$ cat src/rtl/axi_ram_tester_if.sv
// AXI4 bus bundle between the RAM tester (master) and the RAM model (slave).
interface axi_if #(
    parameter int unsigned ID_W_WIDTH = 4,
    parameter int unsigned ID_R_WIDTH = 4,
    parameter int unsigned ADDR_WIDTH = 16,
    parameter int unsigned DATA_WIDTH = 32
);
    localparam int unsigned STRB_W = DATA_WIDTH / 8;

    logic [ID_W_WIDTH-1:0] awid;
    logic [ADDR_WIDTH-1:0] awaddr;
    logic [7:0]            awlen;
    logic [2:0]            awsize;
    logic [1:0]            awburst;
    logic                  awvalid;
    logic                  awready;

    logic [DATA_WIDTH-1:0] wdata;
    logic [STRB_W-1:0]     wstrb;
    logic                  wlast;
    logic                  wvalid;
    logic                  wready;

    logic [ID_W_WIDTH-1:0] bid;
    logic [1:0]            bresp;
    logic                  bvalid;
    logic                  bready;

    logic [ID_R_WIDTH-1:0] arid;
    logic [ADDR_WIDTH-1:0] araddr;
    logic [7:0]            arlen;
    logic [2:0]            arsize;
    logic [1:0]            arburst;
    logic                  arvalid;
    logic                  arready;

    logic [ID_R_WIDTH-1:0] rid;
    logic [DATA_WIDTH-1:0] rdata;
    logic [1:0]            rresp;
    logic                  rlast;
    logic                  rvalid;
    logic                  rready;

    modport m (
        output awid, awaddr, awlen, awsize, awburst, awvalid,
        input  awready,
        output wdata, wstrb, wlast, wvalid,
        input  wready,
        input  bid, bresp, bvalid,
        output bready,
        output arid, araddr, arlen, arsize, arburst, arvalid,
        input  arready,
        input  rid, rdata, rresp, rlast, rvalid,
        output rready
    );

    modport s (
        input  awid, awaddr, awlen, awsize, awburst, awvalid,
        output awready,
        input  wdata, wstrb, wlast, wvalid,
        output wready,
        output bid, bresp, bvalid,
        input  bready,
        input  arid, araddr, arlen, arsize, arburst, arvalid,
        output arready,
        output rid, rdata, rresp, rlast, rvalid,
        input  rready
    );
endinterface

$ cat src/rtl/axi_ram_tester.sv
// Write-then-read AXI4 burst tester: writes a seeded ramp, reads it back and reports pass/err_count.
// Define AXI_RAM_TESTER_ERR_CNT_EN for a saturating error counter; otherwise err_count is 0 and a sticky fail flag drives pass.
module axi_ram_tester #(
    parameter int unsigned           ID_W_WIDTH = 4,
    parameter int unsigned           ID_R_WIDTH = 4,
    parameter int unsigned           ADDR_WIDTH = 16,
    parameter int unsigned           DATA_WIDTH = 32,
    parameter int unsigned           BURST_LEN  = 8,
    parameter logic [ADDR_WIDTH-1:0] BASE_ADDR  = '0,
    parameter logic [31:0]           SEED       = 32'hA5A5_0000
) (
    input  logic        clk,
    input  logic        rst_n,
    input  logic        start,
    output logic        busy,
    output logic        done,
    output logic        pass,
    output logic [15:0] err_count,
    axi_if.m            axi_m
);
    localparam int unsigned STRB_W = DATA_WIDTH / 8;
    localparam int unsigned CNT_W  = $clog2(BURST_LEN + 1);
    localparam logic [2:0]  AXSIZE = 3'($clog2(STRB_W));
    localparam logic [7:0]  AXLEN  = 8'(BURST_LEN - 1);

    typedef enum logic [2:0] {IDLE, AW, W, B, AR, R, DONE} state_t;

    state_t                state;
    logic                  start_q;
    logic                  awvalid, wvalid, wlast, bready, arvalid, rready;
    logic [DATA_WIDTH-1:0] wdata;
    logic [CNT_W-1:0]      wbeat, rbeat;

    logic                  accept, b_hs, r_hs, r_last_exp, r_end, clean;
    logic [DATA_WIDTH-1:0] r_exp;
    logic [2:0]            r_bad;
    logic [15:0]           missing, incr;

    assign axi_m.awid    = ID_W_WIDTH'(0);
    assign axi_m.awaddr  = BASE_ADDR;
    assign axi_m.awlen   = AXLEN;
    assign axi_m.awsize  = AXSIZE;
    assign axi_m.awburst = 2'b01;
    assign axi_m.awvalid = awvalid;
    assign axi_m.wdata   = wdata;
    assign axi_m.wstrb   = '1;
    assign axi_m.wlast   = wlast;
    assign axi_m.wvalid  = wvalid;
    assign axi_m.bready  = bready;
    assign axi_m.arid    = ID_R_WIDTH'(0);
    assign axi_m.araddr  = BASE_ADDR;
    assign axi_m.arlen   = AXLEN;
    assign axi_m.arsize  = AXSIZE;
    assign axi_m.arburst = 2'b01;
    assign axi_m.arvalid = arvalid;
    assign axi_m.rready  = rready;

    // Rising-edge start detect so a held start launches only one run
    assign accept     = (state == IDLE) && start && !start_q;
    assign b_hs       = bready && axi_m.bvalid;
    assign r_hs       = rready && axi_m.rvalid;
    assign r_last_exp = (32'(rbeat) + 32'd1 == BURST_LEN);
    assign r_end      = r_hs && (axi_m.rlast || r_last_exp);
    assign r_exp      = DATA_WIDTH'(SEED + 32'(rbeat));

    // Errors contributed by the handshake in this cycle; early RLAST also charges the unread beats
    always_comb begin
        r_bad   = 3'(axi_m.rdata != r_exp) + 3'(axi_m.rresp != 2'b00)
                + 3'(axi_m.rid != ID_R_WIDTH'(0)) + 3'(axi_m.rlast != r_last_exp);
        missing = 16'd0;
        if (axi_m.rlast && !r_last_exp)
            missing = 16'(BURST_LEN - 32'd1 - 32'(rbeat));
        incr = 16'd0;
        if (b_hs)
            incr = 16'(axi_m.bresp != 2'b00);
        else if (r_hs)
            incr = 16'(r_bad) + missing;
    end

`ifdef AXI_RAM_TESTER_ERR_CNT_EN
    logic [15:0] err_q, err_next;
    logic [16:0] err_sum;

    assign err_sum  = {1'b0, err_q} + {1'b0, incr};
    assign err_next = err_sum[16] ? 16'hFFFF : err_sum[15:0];

    always_ff @(posedge clk or negedge rst_n) begin
        if (!rst_n)             err_q <= 16'd0;
        else if (accept)        err_q <= 16'd0;
        else if (incr != 16'd0) err_q <= err_next;
    end

    assign err_count = err_q;
    assign clean     = (err_next == 16'd0);
`else
    logic fail;

    always_ff @(posedge clk or negedge rst_n) begin
        if (!rst_n)             fail <= 1'b0;
        else if (accept)        fail <= 1'b0;
        else if (incr != 16'd0) fail <= 1'b1;
    end

    assign err_count = 16'd0;
    assign clean     = !fail && (incr == 16'd0);
`endif

    // Control FSM; every VALID/READY is a register set on state entry
    always_ff @(posedge clk or negedge rst_n) begin
        if (!rst_n) begin
            state   <= IDLE;
            start_q <= 1'b0;
            awvalid <= 1'b0;
            wvalid  <= 1'b0;
            wlast   <= 1'b0;
            wdata   <= '0;
            bready  <= 1'b0;
            arvalid <= 1'b0;
            rready  <= 1'b0;
            wbeat   <= '0;
            rbeat   <= '0;
            busy    <= 1'b0;
            done    <= 1'b0;
            pass    <= 1'b0;
        end else begin
            start_q <= start;
            done    <= 1'b0;
            case (state)
                IDLE: if (accept) begin
                    state   <= AW;
                    awvalid <= 1'b1;
                    busy    <= 1'b1;
                    pass    <= 1'b0;
                    wbeat   <= '0;
                    rbeat   <= '0;
                    wdata   <= DATA_WIDTH'(SEED);
                end
                AW: if (axi_m.awready) begin
                    state   <= W;
                    awvalid <= 1'b0;
                    wvalid  <= 1'b1;
                    wlast   <= (BURST_LEN == 1);
                end
                W: if (axi_m.wready) begin
                    if (wlast) begin
                        state  <= B;
                        wvalid <= 1'b0;
                        wlast  <= 1'b0;
                        bready <= 1'b1;
                    end else begin
                        wbeat <= wbeat + CNT_W'(1);
                        wdata <= DATA_WIDTH'(SEED + 32'(wbeat) + 32'd1);
                        wlast <= (32'(wbeat) + 32'd2 == BURST_LEN);
                    end
                end
                B: if (axi_m.bvalid) begin
                    state   <= AR;
                    bready  <= 1'b0;
                    arvalid <= 1'b1;
                end
                AR: if (axi_m.arready) begin
                    state   <= R;
                    arvalid <= 1'b0;
                    rready  <= 1'b1;
                end
                R: if (r_hs) begin
                    rbeat <= rbeat + CNT_W'(1);
                    if (r_end) begin
                        state  <= DONE;
                        rready <= 1'b0;
                        busy   <= 1'b0;
                        done   <= 1'b1;
                        pass   <= clean;
                    end
                end
                DONE:    state <= IDLE;
                default: state <= IDLE;
            endcase
        end
    end
endmodule
$ cat src/flat_wrapper.sv
// flat-port wrapper written by rule: the top's interface ports become plain ports
module axi_ram_tester_flat 
#(
    parameter int unsigned           ID_W_WIDTH = 4,
    parameter int unsigned           ID_R_WIDTH = 4,
    parameter int unsigned           ADDR_WIDTH = 16,
    parameter int unsigned           DATA_WIDTH = 32,
    parameter int unsigned           BURST_LEN  = 8,
    parameter logic [ADDR_WIDTH-1:0] BASE_ADDR  = '0,
    parameter logic [31:0]           SEED       = 32'hA5A5_0000
)
  (clk, rst_n, start, busy, done, pass, err_count, axi_m_awid, axi_m_awaddr, axi_m_awlen, axi_m_awsize, axi_m_awburst, axi_m_awvalid, axi_m_awready, axi_m_wdata, axi_m_wstrb, axi_m_wlast, axi_m_wvalid, axi_m_wready, axi_m_bid, axi_m_bresp, axi_m_bvalid, axi_m_bready, axi_m_arid, axi_m_araddr, axi_m_arlen, axi_m_arsize, axi_m_arburst, axi_m_arvalid, axi_m_arready, axi_m_rid, axi_m_rdata, axi_m_rresp, axi_m_rlast, axi_m_rvalid, axi_m_rready);
  axi_if #(.ID_W_WIDTH(ID_W_WIDTH), .ID_R_WIDTH(ID_R_WIDTH), .ADDR_WIDTH(ADDR_WIDTH), .DATA_WIDTH(DATA_WIDTH)) axi_m_i ();
  input  logic clk;
  input  logic rst_n;
  input  logic start;
  output logic busy;
  output logic done;
  output logic pass;
  output logic [15:0] err_count;
  output wire logic [$bits(axi_m_i.awid)-1:0] axi_m_awid;
  output wire logic [$bits(axi_m_i.awaddr)-1:0] axi_m_awaddr;
  output wire logic [$bits(axi_m_i.awlen)-1:0] axi_m_awlen;
  output wire logic [$bits(axi_m_i.awsize)-1:0] axi_m_awsize;
  output wire logic [$bits(axi_m_i.awburst)-1:0] axi_m_awburst;
  output wire logic [$bits(axi_m_i.awvalid)-1:0] axi_m_awvalid;
  input wire logic [$bits(axi_m_i.awready)-1:0] axi_m_awready;
  output wire logic [$bits(axi_m_i.wdata)-1:0] axi_m_wdata;
  output wire logic [$bits(axi_m_i.wstrb)-1:0] axi_m_wstrb;
  output wire logic [$bits(axi_m_i.wlast)-1:0] axi_m_wlast;
  output wire logic [$bits(axi_m_i.wvalid)-1:0] axi_m_wvalid;
  input wire logic [$bits(axi_m_i.wready)-1:0] axi_m_wready;
  input wire logic [$bits(axi_m_i.bid)-1:0] axi_m_bid;
  input wire logic [$bits(axi_m_i.bresp)-1:0] axi_m_bresp;
  input wire logic [$bits(axi_m_i.bvalid)-1:0] axi_m_bvalid;
  output wire logic [$bits(axi_m_i.bready)-1:0] axi_m_bready;
  output wire logic [$bits(axi_m_i.arid)-1:0] axi_m_arid;
  output wire logic [$bits(axi_m_i.araddr)-1:0] axi_m_araddr;
  output wire logic [$bits(axi_m_i.arlen)-1:0] axi_m_arlen;
  output wire logic [$bits(axi_m_i.arsize)-1:0] axi_m_arsize;
  output wire logic [$bits(axi_m_i.arburst)-1:0] axi_m_arburst;
  output wire logic [$bits(axi_m_i.arvalid)-1:0] axi_m_arvalid;
  input wire logic [$bits(axi_m_i.arready)-1:0] axi_m_arready;
  input wire logic [$bits(axi_m_i.rid)-1:0] axi_m_rid;
  input wire logic [$bits(axi_m_i.rdata)-1:0] axi_m_rdata;
  input wire logic [$bits(axi_m_i.rresp)-1:0] axi_m_rresp;
  input wire logic [$bits(axi_m_i.rlast)-1:0] axi_m_rlast;
  input wire logic [$bits(axi_m_i.rvalid)-1:0] axi_m_rvalid;
  output wire logic [$bits(axi_m_i.rready)-1:0] axi_m_rready;
  assign axi_m_awid = axi_m_i.awid;
  assign axi_m_awaddr = axi_m_i.awaddr;
  assign axi_m_awlen = axi_m_i.awlen;
  assign axi_m_awsize = axi_m_i.awsize;
  assign axi_m_awburst = axi_m_i.awburst;
  assign axi_m_awvalid = axi_m_i.awvalid;
  assign axi_m_i.awready = axi_m_awready;
  assign axi_m_wdata = axi_m_i.wdata;
  assign axi_m_wstrb = axi_m_i.wstrb;
  assign axi_m_wlast = axi_m_i.wlast;
  assign axi_m_wvalid = axi_m_i.wvalid;
  assign axi_m_i.wready = axi_m_wready;
  assign axi_m_i.bid = axi_m_bid;
  assign axi_m_i.bresp = axi_m_bresp;
  assign axi_m_i.bvalid = axi_m_bvalid;
  assign axi_m_bready = axi_m_i.bready;
  assign axi_m_arid = axi_m_i.arid;
  assign axi_m_araddr = axi_m_i.araddr;
  assign axi_m_arlen = axi_m_i.arlen;
  assign axi_m_arsize = axi_m_i.arsize;
  assign axi_m_arburst = axi_m_i.arburst;
  assign axi_m_arvalid = axi_m_i.arvalid;
  assign axi_m_i.arready = axi_m_arready;
  assign axi_m_i.rid = axi_m_rid;
  assign axi_m_i.rdata = axi_m_rdata;
  assign axi_m_i.rresp = axi_m_rresp;
  assign axi_m_i.rlast = axi_m_rlast;
  assign axi_m_i.rvalid = axi_m_rvalid;
  assign axi_m_rready = axi_m_i.rready;
  axi_ram_tester #(.ID_W_WIDTH(ID_W_WIDTH), .ID_R_WIDTH(ID_R_WIDTH), .ADDR_WIDTH(ADDR_WIDTH), .DATA_WIDTH(DATA_WIDTH), .BURST_LEN(BURST_LEN), .BASE_ADDR(BASE_ADDR), .SEED(SEED)) u_core (.clk(clk), .rst_n(rst_n), .start(start), .busy(busy), .done(done), .pass(pass), .err_count(err_count), .axi_m(axi_m_i));
endmodule
$ cat config.mk
export PLATFORM = sky130hd
export DESIGN_NAME = axi_ram_tester_flat
export DESIGN_NICKNAME = d
export VERILOG_FILES = /design/src/rtl/axi_ram_tester_if.sv /design/src/rtl/axi_ram_tester.sv /design/src/flat_wrapper.sv
export SDC_FILE = /design/constraint.sdc
export NUM_CORES = 1
export LEC_CHECK = 0
export ABC_AREA = 0
export CORE_MARGIN = 4
export CORE_UTILIZATION = 30
export CTS_CLUSTER_DIAMETER = 200
export DETAILED_ROUTE_END_ITERATION = 8
export HOLD_SLACK_MARGIN = 0.1
export PLACE_DENSITY = 0.78
export SETUP_SLACK_MARGIN = 0.15
export SLEW_MARGIN = 10
export SYNTH_ARGS = -nofsm -noshare
export SYNTH_HDL_FRONTEND = slang
export SYNTH_SLANG_ARGS = --single-unit
export TNS_END_PERCENT = 50
$ cat constraint.sdc
create_clock -name clk -period 7.9 [get_ports clk]
set_clock_uncertainty 0.1 [all_clocks]
set_input_delay 0.79 -clock clk [delete_from_list [all_inputs] [get_ports clk]]
set_output_delay 0.79 -clock clk [all_outputs]
set_load 0.05 [all_outputs]
Word level (Yosys, flattened, before mapping):

Index checks and enable logic that the tools add are counted.

* add/sub/neg operators: 12
* eq/ne operators: 18
* multiplexer cells: 53
* reduce and logical (&&, ||, !) cells: 35

Operators by type and width (count)
* 2-to-1 mux 32 bit: 3
* adder 32 x 4 -> 32 bit, first input constant: 2
* == test 32 x 4 -> 1 bit, second input constant: 2
* case mux 32 bit (2 select lines): 1
* 2-to-1 mux 16 bit: 3
* adder 32 x 1 -> 32 bit, second input constant: 1
* != test 32 bit: 1
* 2-to-1 mux 3 bit: 8
* 2-to-1 mux 1 bit: 23
* AND reduction 4 bit: 5
* nonzero test 2 bit: 10
* case mux 3 bit (6 select lines): 1
* adder 3 x 16 -> 16 bit: 1
* logical NOT 16 bit: 1
* 2-to-1 mux 4 bit: 4
* case mux 1 bit (2 select lines): 8
* case mux 4 bit (2 select lines): 2
* nonzero test 16 bit: 1
* AND reduction 3 bit: 4
* != test 2 bit, second input constant: 5
* adder 4 x 1 -> 4 bit, second input constant: 2
* != test 2 x 1 -> 1 bit, second input constant: 4
* AND reduction 8 bit: 1
* logical AND 1 bit: 7
* other kinds (13): 18

* register bits: 54
* bits of input ports: 53
* output and inout port bits: 127
* word-level logic and storage cells: 133

Logic depth before layout (Yosys ltp):

Gate-level depths: netlist of the first run.

* depth after elaboration: 13
* gate-level depth with buffers: 16

Least setup slack after synthesis of the first run:

No wires, ideal clock.

* path type: input-to-reg
* from: input axi_m_rdata[22]
* to: register u_core.pass
* library setup time: 65 ps
* data arrival time: 4280 ps
* required time: 7735 ps
* slack: 3455 ps
* stages on the path: 16
* buffers on the path: 0
* path through: nor4b_1 nand4_1 nor3_1 nand4_1 ha_1 fa_1 ha_1 inv_1 fa_1 nor2b_1 o21ai_0 ha_1 nor4_1 nand3_1 o41ai_1 a31o_2

* word-level cells in the longest chain between the ends: 12

Ends and longest elaborated chain
* from (decl): RTL line flat_wrapper.sv:45 `input wire logic [$bits(axi_m_i.rdata)-1:0] axi_m_rdata;`
* != test 32 bit: RTL line axi_ram_tester.sv:68 `r_bad = 3'(axi_m.rdata != r_exp) + 3'(axi_m.rresp != 2'b00)`
* adder 1 x 1 -> 2 bit: RTL line axi_ram_tester.sv:68
* adder 3 x 1 -> 3 bit (2 in a row): RTL line axi_ram_tester.sv:69 `+ 3'(axi_m.rid != ID_R_WIDTH'(0)) + 3'(axi_m.rlast != r_last_exp);`
* adder 3 x 16 -> 16 bit: RTL line axi_ram_tester.sv:77 `incr = 16'(r_bad) + missing;`
* 2-to-1 mux 16 bit: RTL line axi_ram_tester.sv:76 `else if (r_hs)`
* 2-to-1 mux 16 bit: RTL line axi_ram_tester.sv:74 `if (b_hs)`
* logical NOT 16 bit: RTL line axi_ram_tester.sv:105 `assign clean = !fail && (incr == 16'd0);`
* logical AND 1 bit: RTL line axi_ram_tester.sv:105
* 2-to-1 mux 1 bit: RTL line axi_ram_tester.sv:168 `if (r_end) begin`
* 2-to-1 mux 1 bit: RTL line axi_ram_tester.sv:166 `R: if (r_hs) begin`
* case mux 1 bit (2 select lines): RTL line axi_ram_tester.sv:128 `case (state)`
* to (signal assigned): RTL line axi_ram_tester.sv:173 `pass <= clean;`
* to (decl): RTL line axi_ram_tester.sv:17 `output logic pass,`

Every way passes these cells. The select of a mux whose other input is x is not followed.
A chain may end at the register's enable or synchronous reset.

Worst setup path in the final report of the first run:

* from: input axi_m_rdata[24]
* to: register u_core.pass

The elaborated chain is that of the path after synthesis.

==> summary.md, run 1 <==
| Metric | Value |
|---|---|
| Peak VDD IR | 115 uV |
| Gr usage total | 0.0947 |
| Max cap viols | 0 |
| Drt wl/cell | 11.9 um |
| Min cycle time layout | about 5.0 ns |
| P per Cell Area | ~220 nW/um^2 |
| Clock share of power | 0.108 |
| CTS tree | built |
| R2R Path Start | u_core.rbeat[0] |
| Vias in the first global route | 1672 |
| Yosys warnings | 0 |
| Hpwl dp | roughly 4600 um |
| CP required | 8.00 ns |
| WP data arrival | about 5 ns |
| I/O pin total | 180 |
| Cell variety after synth | 57 |
| Leak pwr | roughly 1.4 nW |
| Die height | between 100 and 150 um |
| Net load switching power | around 0.35 mW |
| Worst setup EP type | register |
| Final hold violations | 0 |
| Number of H-tree levels | 1 |
| Layout cells sized above 1 | 0.0657 |
| Gates resized, CTS repair | 0 |
| Nets@finish | approximately 420 |
| 1st-iter DRT viols | 96 |
| Ys async rst share | 1.00 |
| Sequential area share after synthesis | 0.231 |
| Status | finished, final reports clean |
| Synth Cell Area | ~2600 um^2 |
| Sinks on Clock Net | 24 |
| CTS clock-pin slew for the worst setup and hold paths | roughly 0.080 ns |
| Overflow after GRT | 0 |
| Site row count | 33 |
| Clk_lat worst skew | 0.26 ns |
| Synth Instances | between 200 and 300 |
| Area of the core | around 8300 um^2 |
| Post-route ant nets | 0 |
| R2R setup slack | around 3.4 ns |
| CTS Hold Bufs | 0 |
| Final setup violating endpoints | 0 |
| Drt drc | 0 |
| WS Path Type | input port to register |
| Final WL | between 5000 and 6000 um |
| Top FF cell, synth | dfrtp_1 |
| Hold Startpoint | u_core.busy |
| Die area | slightly above 10000 um^2 |
| Critical Path Start Type | input port |
| Seq pwr share | 0.307 |
| Largest net degree at the start of global routing | 25 |
| P_int | 0.308 mW |
| Hold_ws | 0.401 ns |
| Critical path peak fanout | 2 |
| EDFF count, synth | 0 |
| CTS buffer count | 3 |
| Hold depth | 2 |
| CTS root buffer | clkbuf_8 |
| Vias per cell | 4.12 |
| First-pass GRT wire length | 7930 um |
| Worst Tran Pin Value | 0.581 ns |
| Worst hold endpoint | u_core.busy |
| Synthesis-to-finish area growth | 14.8% |
| R2r endpoint | u_core.pass |
| GP Congestion | approximately 0.81 |
| Sum of negative setup slack | 0 ns |
| Worst Hold Class | register to register |
| Synth Area per Inst | 8.99 um^2 |
| Postcts setup bufs | 0 |
| #FFs+latches synth | 24 |
| Cells on worst reg2reg path | 14 |
| Port bufs | 70 |
| Rel. slew slack | 0.613 |
| Max clock buf depth | 2 |
| Detailed-route via count | 1873 |
| Initial Utilization | 0.312 |
| Final Cycle Share | 0.637 |
| Diode count | 0 |
| Gate power share | 0.585 |
| Max Clk Rate | approximately 200 MHz |
| RSZ-0062 raised after global routing | no |
| Initial antenna violation count | 0 |
| Die width | 101 um |
| Switch share | 0.531 |
| Initial DRT Pass Iterations | 4 |
| Slew Viols, Final | 0 |
==> area by class of cell <==
class	instances	area, um^2
tap	105	131
multi-input combinational	242	1470
clock buffer	3	41.3
sequential	24	601
fill	871	5360
timing repair buffer	70	696
inverter	11	41.3
==> per-stage QoR <==
step	utilization	power [mW]	area (um^2)	worst slack, ns	instances
3_3_place_gp	0.353	0.576	2950	2.66	452
2_1_floorplan	-	0.547	2990	3.45	392
3_5_place_dp	0.353	0.589	2950	2.57	452
5_1_grt	0.358	0.697	2980	2.28	455
6_report	0.358	0.657	2980	2.86	455
4_1_cts	0.358	0.661	2990	2.83	455
==> flip-flops by register name, indices dropped and copies added, names as in the netlist <==
name	count
u_core.fail	1
u_core.busy	1
u_core.axi_m.wdata	3
u_core.state	3
u_core.done	1
u_core.wbeat	3
u_core.axi_m.wlast	1
u_core.axi_m.bready	1
u_core.start_q	1
u_core.axi_m.arvalid	1
u_core.pass	1
u_core.rbeat	4
u_core.axi_m.wvalid	1
u_core.axi_m.rready	1
u_core.axi_m.awvalid	1
==> critical path, cell delays in order <==
cell and delay, ns:
clkdlybuf4s50_1 0.44, nor4bb_1 0.31, nand4_1 0.15, nor3_1 0.22, nand4_1 0.12, ha_1 0.30
fa_1 0.40, ha_1 0.31, inv_1 0.06, fa_1 0.45, nor2b_1 0.18, o21ai_0 0.12
ha_1 0.20, nor4_1 0.26, nand3_1 0.11, o41ai_1 0.49, a31o_2 0.22
==> power groups by stage <==
stage          Sequential, mW  Combinational, mW  Clock (mW)
2_1_floorplan           0.220              0.327           0
3_3_place_gp            0.202              0.374           0
3_5_place_dp            0.204              0.385           0
4_1_cts                 0.202              0.386      0.0738
5_1_grt                 0.208              0.411      0.0783
6_report                0.202              0.384      0.0707
==> cells in the final DEF, fill, tap and decap left out, types with 5 or more instances in the layout <==
cell type and n:
xnor2_1 5, conb_1 105, clkdlybuf4s50_1 69, nor2_1 9, inv_1 11, dfrtp_1 24
nand2_1 16, ha_1 15, o21ai_0 9, a21oi_1 6
==> layer usage <==
metal / global-route usage / share of wire / vias to the layer above
li1: - / - / 896
met1: 0.109 / 0.36 / 862
met2: 0.177 / 0.51 / 111
met3: 0.0228 / 0.12 / 4
met4: 0.0184 / 0.0059 / 0
met5: 0 / 0 / -
==> synthesized netlist by cell type, types with 2 or more instances <==
library cell / count / share of area
a211oi_1: 2 / 0.0058
a21o_1: 2 / 0.0058
a21oi_1: 6 / 0.012
a31o_2: 2 / 0.0067
a31oi_1: 3 / 0.0072
buf_4: 113 / 0.33
buf_6: 2 / 0.0087
conb_1: 2 / 0.0029
dfrtp_1: 24 / 0.23
fa_1: 2 / 0.015
ha_1: 15 / 0.072
inv_1: 11 / 0.016
nand2_1: 16 / 0.023
nand2b_1: 4 / 0.0096
nand3_1: 4 / 0.0077
nand4_1: 3 / 0.0072
nor2_1: 9 / 0.013
nor2_2: 2 / 0.0048
nor2b_1: 3 / 0.0072
nor3_1: 2 / 0.0039
nor4_1: 3 / 0.0072
nor4b_1: 4 / 0.013
o211ai_1: 2 / 0.0058
o21ai_0: 9 / 0.017
o21ai_2: 2 / 0.0067
o31ai_1: 3 / 0.0087
or2_2: 2 / 0.0048
or3_1: 3 / 0.0072
or4b_1: 2 / 0.0077
xnor2_1: 5 / 0.017
==> worst max-delay path by stage <==
stage | start | to | slack [ns] | depth (start not counted)
2_1_floorplan | axi_m_rdata[22] | u_core.pass | 3.45 | 16
3_3_place_gp | axi_m_rdata[24] | u_core.pass | 2.66 | 17
3_5_place_dp | axi_m_rdata[24] | u_core.pass | 2.57 | 17
4_1_cts | axi_m_rdata[24] | u_core.pass | 2.83 | 17
5_1_grt | axi_m_rdata[5] | u_core.pass | 2.28 | 17
6_report | axi_m_rdata[24] | u_core.pass | 2.86 | 17
==> logic make-up after synthesis <==
logic type,Yosys count,synth area share
AOI/OAI and AO/OA,42,0.119
and+or+nand+nor,71,0.184
buffers and inverters,126,0.351
adders and majority gates,17,0.0876
DFF,24,0.231
xor gates and xnor gates,6,0.0202
other,2,0.00289
muxes,1,0.00433
Power figures use the tool's default switching activity.
==> inputs of run 2 (changes only) <==
PLACE_DENSITY = 0.81   (was 0.78)
clock period = 4.1 ns   (was 7.9 ns; I/O delays follow)
==> run 2 against run 1 <==
Net effect:
- cell count up 2.9%
- via count grew 4.0%
- global-route usage up 0.49 points
- combinational power increased by 110%
- core utilization grew 2.4 points
==> summary.md, run 2 (synthesis gave the netlist of run 1 again) <==
| Metric | Value |
|---|---|
| Slew Viols, Final | 0 (unchanged) |
| Drt wl/cell | 12.3 um (+3.1%) |
| Most flops, register | u_core.rbeat |
| CTS clock-pin slew for the worst setup and hold paths | 0.08 ns (about the same) |
| Hold_ws | 0.389 ns (-0.0125 ns) |
| Final Cycle Share | 0.941 |
| Most common cell after layout, fill and taps aside | conb_1 |
| Final hold violations | 0 (unchanged) |
| I/O pin total | 180 (unchanged) |
| Worst path bufs/invs | 1 (-1) |
| Worst Hold Class | register to register |
| Met2 Use GR | 0.178 (+0.00151) |
| Die width | 101 um (unchanged) |
| Drt drc | 0 (unchanged) |
| Site row count | 33 (unchanged) |
| Critical Path Start Type | input port |
| Pre-CTS setup slack | -0.531 ns (-3.11 ns) |
| GP Congestion | 0.826 (+1.7%) |
| Largest net degree at the start of global routing | 25 (unchanged) |
| WP data arrival | 3.97 ns (-1.17 ns) |
| Area of the core | 8340 um^2 (unchanged) |
| Vias in the first global route | 1784 (+6.7%) |
| Sinks on Clock Net | 24 (unchanged) |
| Final WL | 5750 um (+6.0%) |
| Hpwl dp | 4640 um (about the same) |
| Crit-path cells | clkdlybuf4s15_1, nor4b_4, nand4_1, nor3_1, nand4_1, ha_1, fa_2, ha_4, ha_1, a21o_1, a21oi_2, nand2b_4, ha_2, nor4_2, nand3_1, o41ai_2, a31o_2 |
| Peak VDD IR | 269 uV (+130%) |
| Max Clk Rate | around 260 MHz |
| Overflow after GRT | 0 (unchanged) |
| P per Cell Area | 414 nW/um^2 (+88%) |
| Worst Tran Pin Value | 0.613 ns (+0.0325 ns) |
| RSZ-0062 raised after global routing | yes |
| Placed cell area | 3010 um^2 (+2.1%) |
| Clk_lat worst skew | 0.26 ns (about the same) |
| 1st-iter DRT viols | 37 (-61%) |
| Leak pwr | 1.51 nW (+9.1%) |
| R2R setup slack | 0.26 ns (-3.16 ns) |
| Die area | 10200 um^2 (unchanged) |
| Sum of negative setup slack | 0 ns (unchanged) |
| Initial DRT Pass Iterations | 4 (unchanged) |
| Final setup violating endpoints | 0 (unchanged) |
| Final WS setup | 0.241 ns (-2.62 ns) |
| Diode count | 0 (unchanged) |
| Post-route cell area | 3180 um^2 (+6.7%) |
| CTS root buffer | clkbuf_8 |
| Min cycle time layout | about 3.9 ns |
| CTS buffer count | 3 (unchanged) |
| Met1 Usage GRT | 0.122 (+0.0127) |
| WS Path Type | input port to register |
| Worst setup EP type | register |
| Commonest cells after routing, fill and taps aside | 105 x conb_1, 40 x clkdlybuf4s50_1, 23 x dfrtp_1 |
| CP required | 4.21 ns (-3.79 ns) |
| Initial antenna violation count | 0 (unchanged) |
| Max cap viols | 0 (unchanged) |
| Global-route met3 utilization | 0.0201 (-0.00277) |
| Most used routing layer | met2 |
| Detailed-route via count | 1948 (+4.0%) |
| Critical path peak fanout | 2 (unchanged) |
| First-pass GRT wire length | 8350 um (+5.3%) |
| Status | finished, final reports clean |
| Post-route ant nets | 0 (unchanged) |
| Rel. slew slack | 0.591 (-0.0217) |
| CP max-delay cell | fa_2 |
| Port bufs | 70 (unchanged) |
| Crit path max-delay family | adder cells |
| CTS tree | built |
| Largest stage delay, worst path | 0.41 ns (-0.08 ns) |
| Number of H-tree levels | 1 (unchanged) |
| Max clock buf depth | 2 (unchanged) |
| Gr usage total | 0.0996 (+0.00491) |
| Nets@finish | 435 (+3.1%) |
| Max reg flops | 4 (unchanged) |
| Layout cells sized above 1 | 0.185 (+0.119) |
| Synthesis-to-finish area growth | 22.4% |
| Vias per cell | 4.16 (+1.1%) |
| Die height | 101 um (unchanged) |
| Initial Utilization | 0.312 (unchanged) |
[run 2: layout make-up]
type | count | area (um^2)
clock buffers | 3 | 41.3
fillers | 836 | 5160
inverters | 11 | 41.3
multi-input cells | 242 | 1620
flip-flops and latches | 24 | 602
well taps | 105 | 131
repair buffers | 83 | 742
[run 2: stage by stage]
step,cells,total power [mW],utilization
4_1_cts,465,1.30,0.374
6_report,468,1.32,0.381
3_3_place_gp,459,1.13,0.361
3_5_place_dp,459,1.15,0.361
5_1_grt,468,1.40,0.381
2_1_floorplan,392,1.06,-
[run 2: worst paths after layout]
path,endpoint,cells after the start,start
max,u_core.pass,17,axi_m_rdata[22]
min,u_core.axi_m.wdata[4],2,u_core.axi_m.wdata[4]
max reg2reg,u_core.pass,16,u_core.rbeat[2]
min reg2reg,u_core.axi_m.wdata[4],2,u_core.axi_m.wdata[4]
max in group asynchronous,u_core.rbeat[2],2,rst_n
min in group asynchronous,u_core.start_q,2,rst_n
[run 2: timing repair]
action	in CTS	in global routing
hold buffers	0	1
cloned	0	0
resized for setup	65	19
setup endpoints to repair	2	2
endpoints found under the hold margin	0	24
pin swaps	22	17
buffers inserted	3	2
[run 2: power breakdown]
part	switching (mW)	leakage, nW	internal [mW]
combinational	0.513	1.19	0.274
clock	0.0753	0.0216	0.0657
sequential	0.101	0.296	0.286
total	0.690	1.51	0.626
[run 2: routing by layer]
layer / routed length [um] / part of all wire
met4: 58 / 0.010
met3: 617 / 0.11
met5: 0 / 0
met1: 2170 / 0.38
met2: 2900 / 0.50
[run 2: worst register-to-register path: stages, from the launching register on]
cell	delay, ns
dfrtp_2	0.45
xnor2_2	0.12
nand4_1	0.11
nor3_1	0.19
nand4_1	0.10
ha_1	0.31
fa_2	0.41
ha_4	0.23
ha_1	0.28
a21o_1	0.16
a21oi_2	0.08
nand2b_4	0.14
ha_2	0.17
nor4_2	0.25
nand3_1	0.12
o41ai_2	0.38
a31o_2	0.19
==> inputs of run 3 (changes only) <==
CORE_MARGIN = default   (was 4)
PLACE_DENSITY = 0.78   (was 0.81)
clock period = 3.65 ns   (was 4.1 ns; I/O delays follow)
==> run 3 against run 2 <==
Net effect:
- the flow now finishes with violations (negative setup slack)
- design area is 0.55% lower
- non-clock buffer count up 3
- sequential power increased by 12%
- critical path type is now register to register
- largest power group unchanged
- highest routed layer unchanged
==> summary.md, run 3 (synthesis gave the netlist of run 1 again) <==
| Metric | Value |
|---|---|
| Status | finished with violations |
| Failing checks | negative setup slack |
| Sinks on Clock Net | 24 (unchanged) |
| Worst Hold Class | register to register |
| Site row count | 33 (unchanged) |
| I/O pin total | 180 (unchanged) |
| Commonest cells after routing, fill and taps aside | 105 x conb_1, 40 x clkdlybuf4s50_1, 24 x dfrtp_1 |
| Final WL | 5140 um (-11%) |
| CTS clock-pin slew for the worst setup and hold paths | 0.08 ns (about the same) |
| Sum of negative setup slack | -0.455 ns (-0.455 ns) |
| Clk_lat worst skew | 0.27 ns (about the same) |
| CTS buffer count | 3 (unchanged) |
| Power Total | 1.47 mW (+11%) |
| Max reg flops | 4 (unchanged) |
| Gr usage total | 0.108 (+0.00805) |
| Min cycle time layout | about 3.9 ns |
| Detailed-route via count | 1934 (-0.72%) |
| Worst Tran Pin Value | 0.588 ns (-0.0251 ns) |
| GP Congestion | 0.802 (-3.0%) |
| Max clock buf depth | 2 (unchanged) |
| Max cap viols | 0 (unchanged) |
| Diode count | 0 (unchanged) |
| Nets@finish | 438 (+0.69%) |
| CTS tree | built |
| Synthesis-to-finish area growth | 21.8% |
| Layout cells sized above 1 | 0.183 (-0.00151) |
| Number of H-tree levels | 1 (unchanged) |
| Area of the core | 8300 um^2 (-0.50%) |
| Initial antenna violation count | 0 (unchanged) |
| Leak pwr | 1.50 nW (-0.53%) |
| Drt drc | 0 (unchanged) |
| Most flops, register | u_core.rbeat |
| Fillers | 853 (+2.0%) |
| Final WS setup | -0.230 ns (-0.471 ns) |
| Final Cycle Share | 1.06 |
| Post-route ant nets | 0 (unchanged) |
| Critical path peak fanout | 4 (+2) |
| Final hold violations | 0 (unchanged) |
| Final setup violating endpoints | 2 (+2) |
| Slew Viols, Final | 0 (unchanged) |
| Critical Path Start Type | register |
| Most common cell after layout, fill and taps aside | conb_1 |
| First-pass GRT wire length | 7610 um (-8.9%) |
| WS Path Type | register to register |
| Vias in the first global route | 1710 (-4.1%) |
| Die area | 9040 um^2 (-12%) |
| Drt wl/cell | 10.9 um (-11%) |
| Hpwl dp | 4180 um (-10%) |
| Largest net degree at the start of global routing | 25 (unchanged) |
| Initial DRT Pass Iterations | 4 (unchanged) |
| CP required | 3.69 ns (-0.52 ns) |
| Die height | 95.1 um (-5.9%) |
| CTS root buffer | clkbuf_8 |
| Peak VDD IR | 324 uV (+20%) |
| Worst setup EP type | register |
| RSZ-0062 raised after global routing | yes |
| Rel. slew slack | 0.608 (+0.0167) |
| WP data arrival | 3.92 ns (-0.05 ns) |
| Vias per cell | 4.11 (-1.4%) |
| Overflow after GRT | 0 (unchanged) |
| Initial Utilization | 0.313 (+0.00155) |
| Die width | 95.1 um (-5.9%) |
| Max Clk Rate | around 260 MHz |
| Port bufs | 70 (unchanged) |
| 1st-iter DRT viols | 72 (+95%) |
| P per Cell Area | 464 nW/um^2 (+12%) |
## run 3: cell types whose count changed in the layout (fill, tap and decap cells not counted), sizes merged
cell	change
buf	+10
clkbuf	-5
clkdlybuf4s15	-1
dlygate4sd2	-1
## run 3: report_power, final
part | leakage (nW) | total, mW | internal [mW] | switching (mW)
Sequential | 0.297 | 0.432 | 0.321 | 0.111
Clock | 0.0216 | 0.157 | 0.0740 | 0.0834
Combinational | 1.18 | 0.877 | 0.306 | 0.571
## run 3: metrics by stage
step | instance area (um^2) | cells | setup slack (ns) | hold slack (ns) | util
finish | 3160 | 471 | -0.230 | 0.382 | 0.381
global route | 3160 | 471 | -0.418 | 0.413 | 0.381
CTS | 3140 | 468 | -0.232 | 0.389 | 0.379
detailed placement | 3100 | 463 | -0.868 | 0.370 | 0.373
global placement | 3100 | 463 | -0.798 | 0.373 | 0.373
floorplan | 3050 | 392 | -0.126 | -0.0306 | -
## run 3: worst paths after layout
path	startpoint	to	slack (ns)	cells after the start
max in group asynchronous	rst_n	u_core.wbeat[0]	2.54	2
hold reg to reg	u_core.axi_m.wdata[4]	u_core.axi_m.wdata[4]	0.38	2
setup / recovery	u_core.rbeat[0]	u_core.fail	-0.23	14
hold / removal	u_core.axi_m.wdata[4]	u_core.axi_m.wdata[4]	0.38	2
min in group asynchronous	rst_n	u_core.axi_m.awvalid	0.53	2
setup reg to reg	u_core.rbeat[0]	u_core.fail	-0.23	14
## run 3: repair_timing
action | in CTS | in global routing
cloned | 0 | 0
pin swaps | 21 | 7
hold endpoints to repair | 0 | 24
buffers inserted | 2 | 2
endpoints found under the setup margin | 2 | 2
resized for setup | 77 | 0
hold buffers | 0 | 1
## run 3: worst max-delay path, stage by stage (launching register included)
cell	delay [ns]
dfrtp_1	0.42
ha_2	0.21
or3b_4	0.40
ha_4	0.23
fa_2	0.41
ha_4	0.29
inv_2	0.04
fa_2	0.38
nor2b_2	0.14
o21ai_1	0.07
ha_2	0.18
nor4_2	0.26
nand3_1	0.12
o41ai_2	0.38
a21oi_1	0.12
## run 3: area by class of cell
class | instances | area [um^2] | area share
well taps | 105 | 131 | 0.0415
inverters | 11 | 41.3 | 0.0130
flip-flops and latches | 24 | 601 | 0.190
clock buffers | 3 | 41.3 | 0.0130
repair buffers | 86 | 754 | 0.238
multi-input cells | 242 | 1600 | 0.504
## run 3: per-layer routing
metal  part of all wire  vias to the layer above  global-route usage  routed length [um]
li1                   -                      932                   -                   -
met1               0.40                      878               0.134                2060
met2               0.49                      120               0.192                2510
met3               0.10                        4              0.0199                 533
met4             0.0070                        0              0.0227                  36
met5                  0                        -                   0                   0
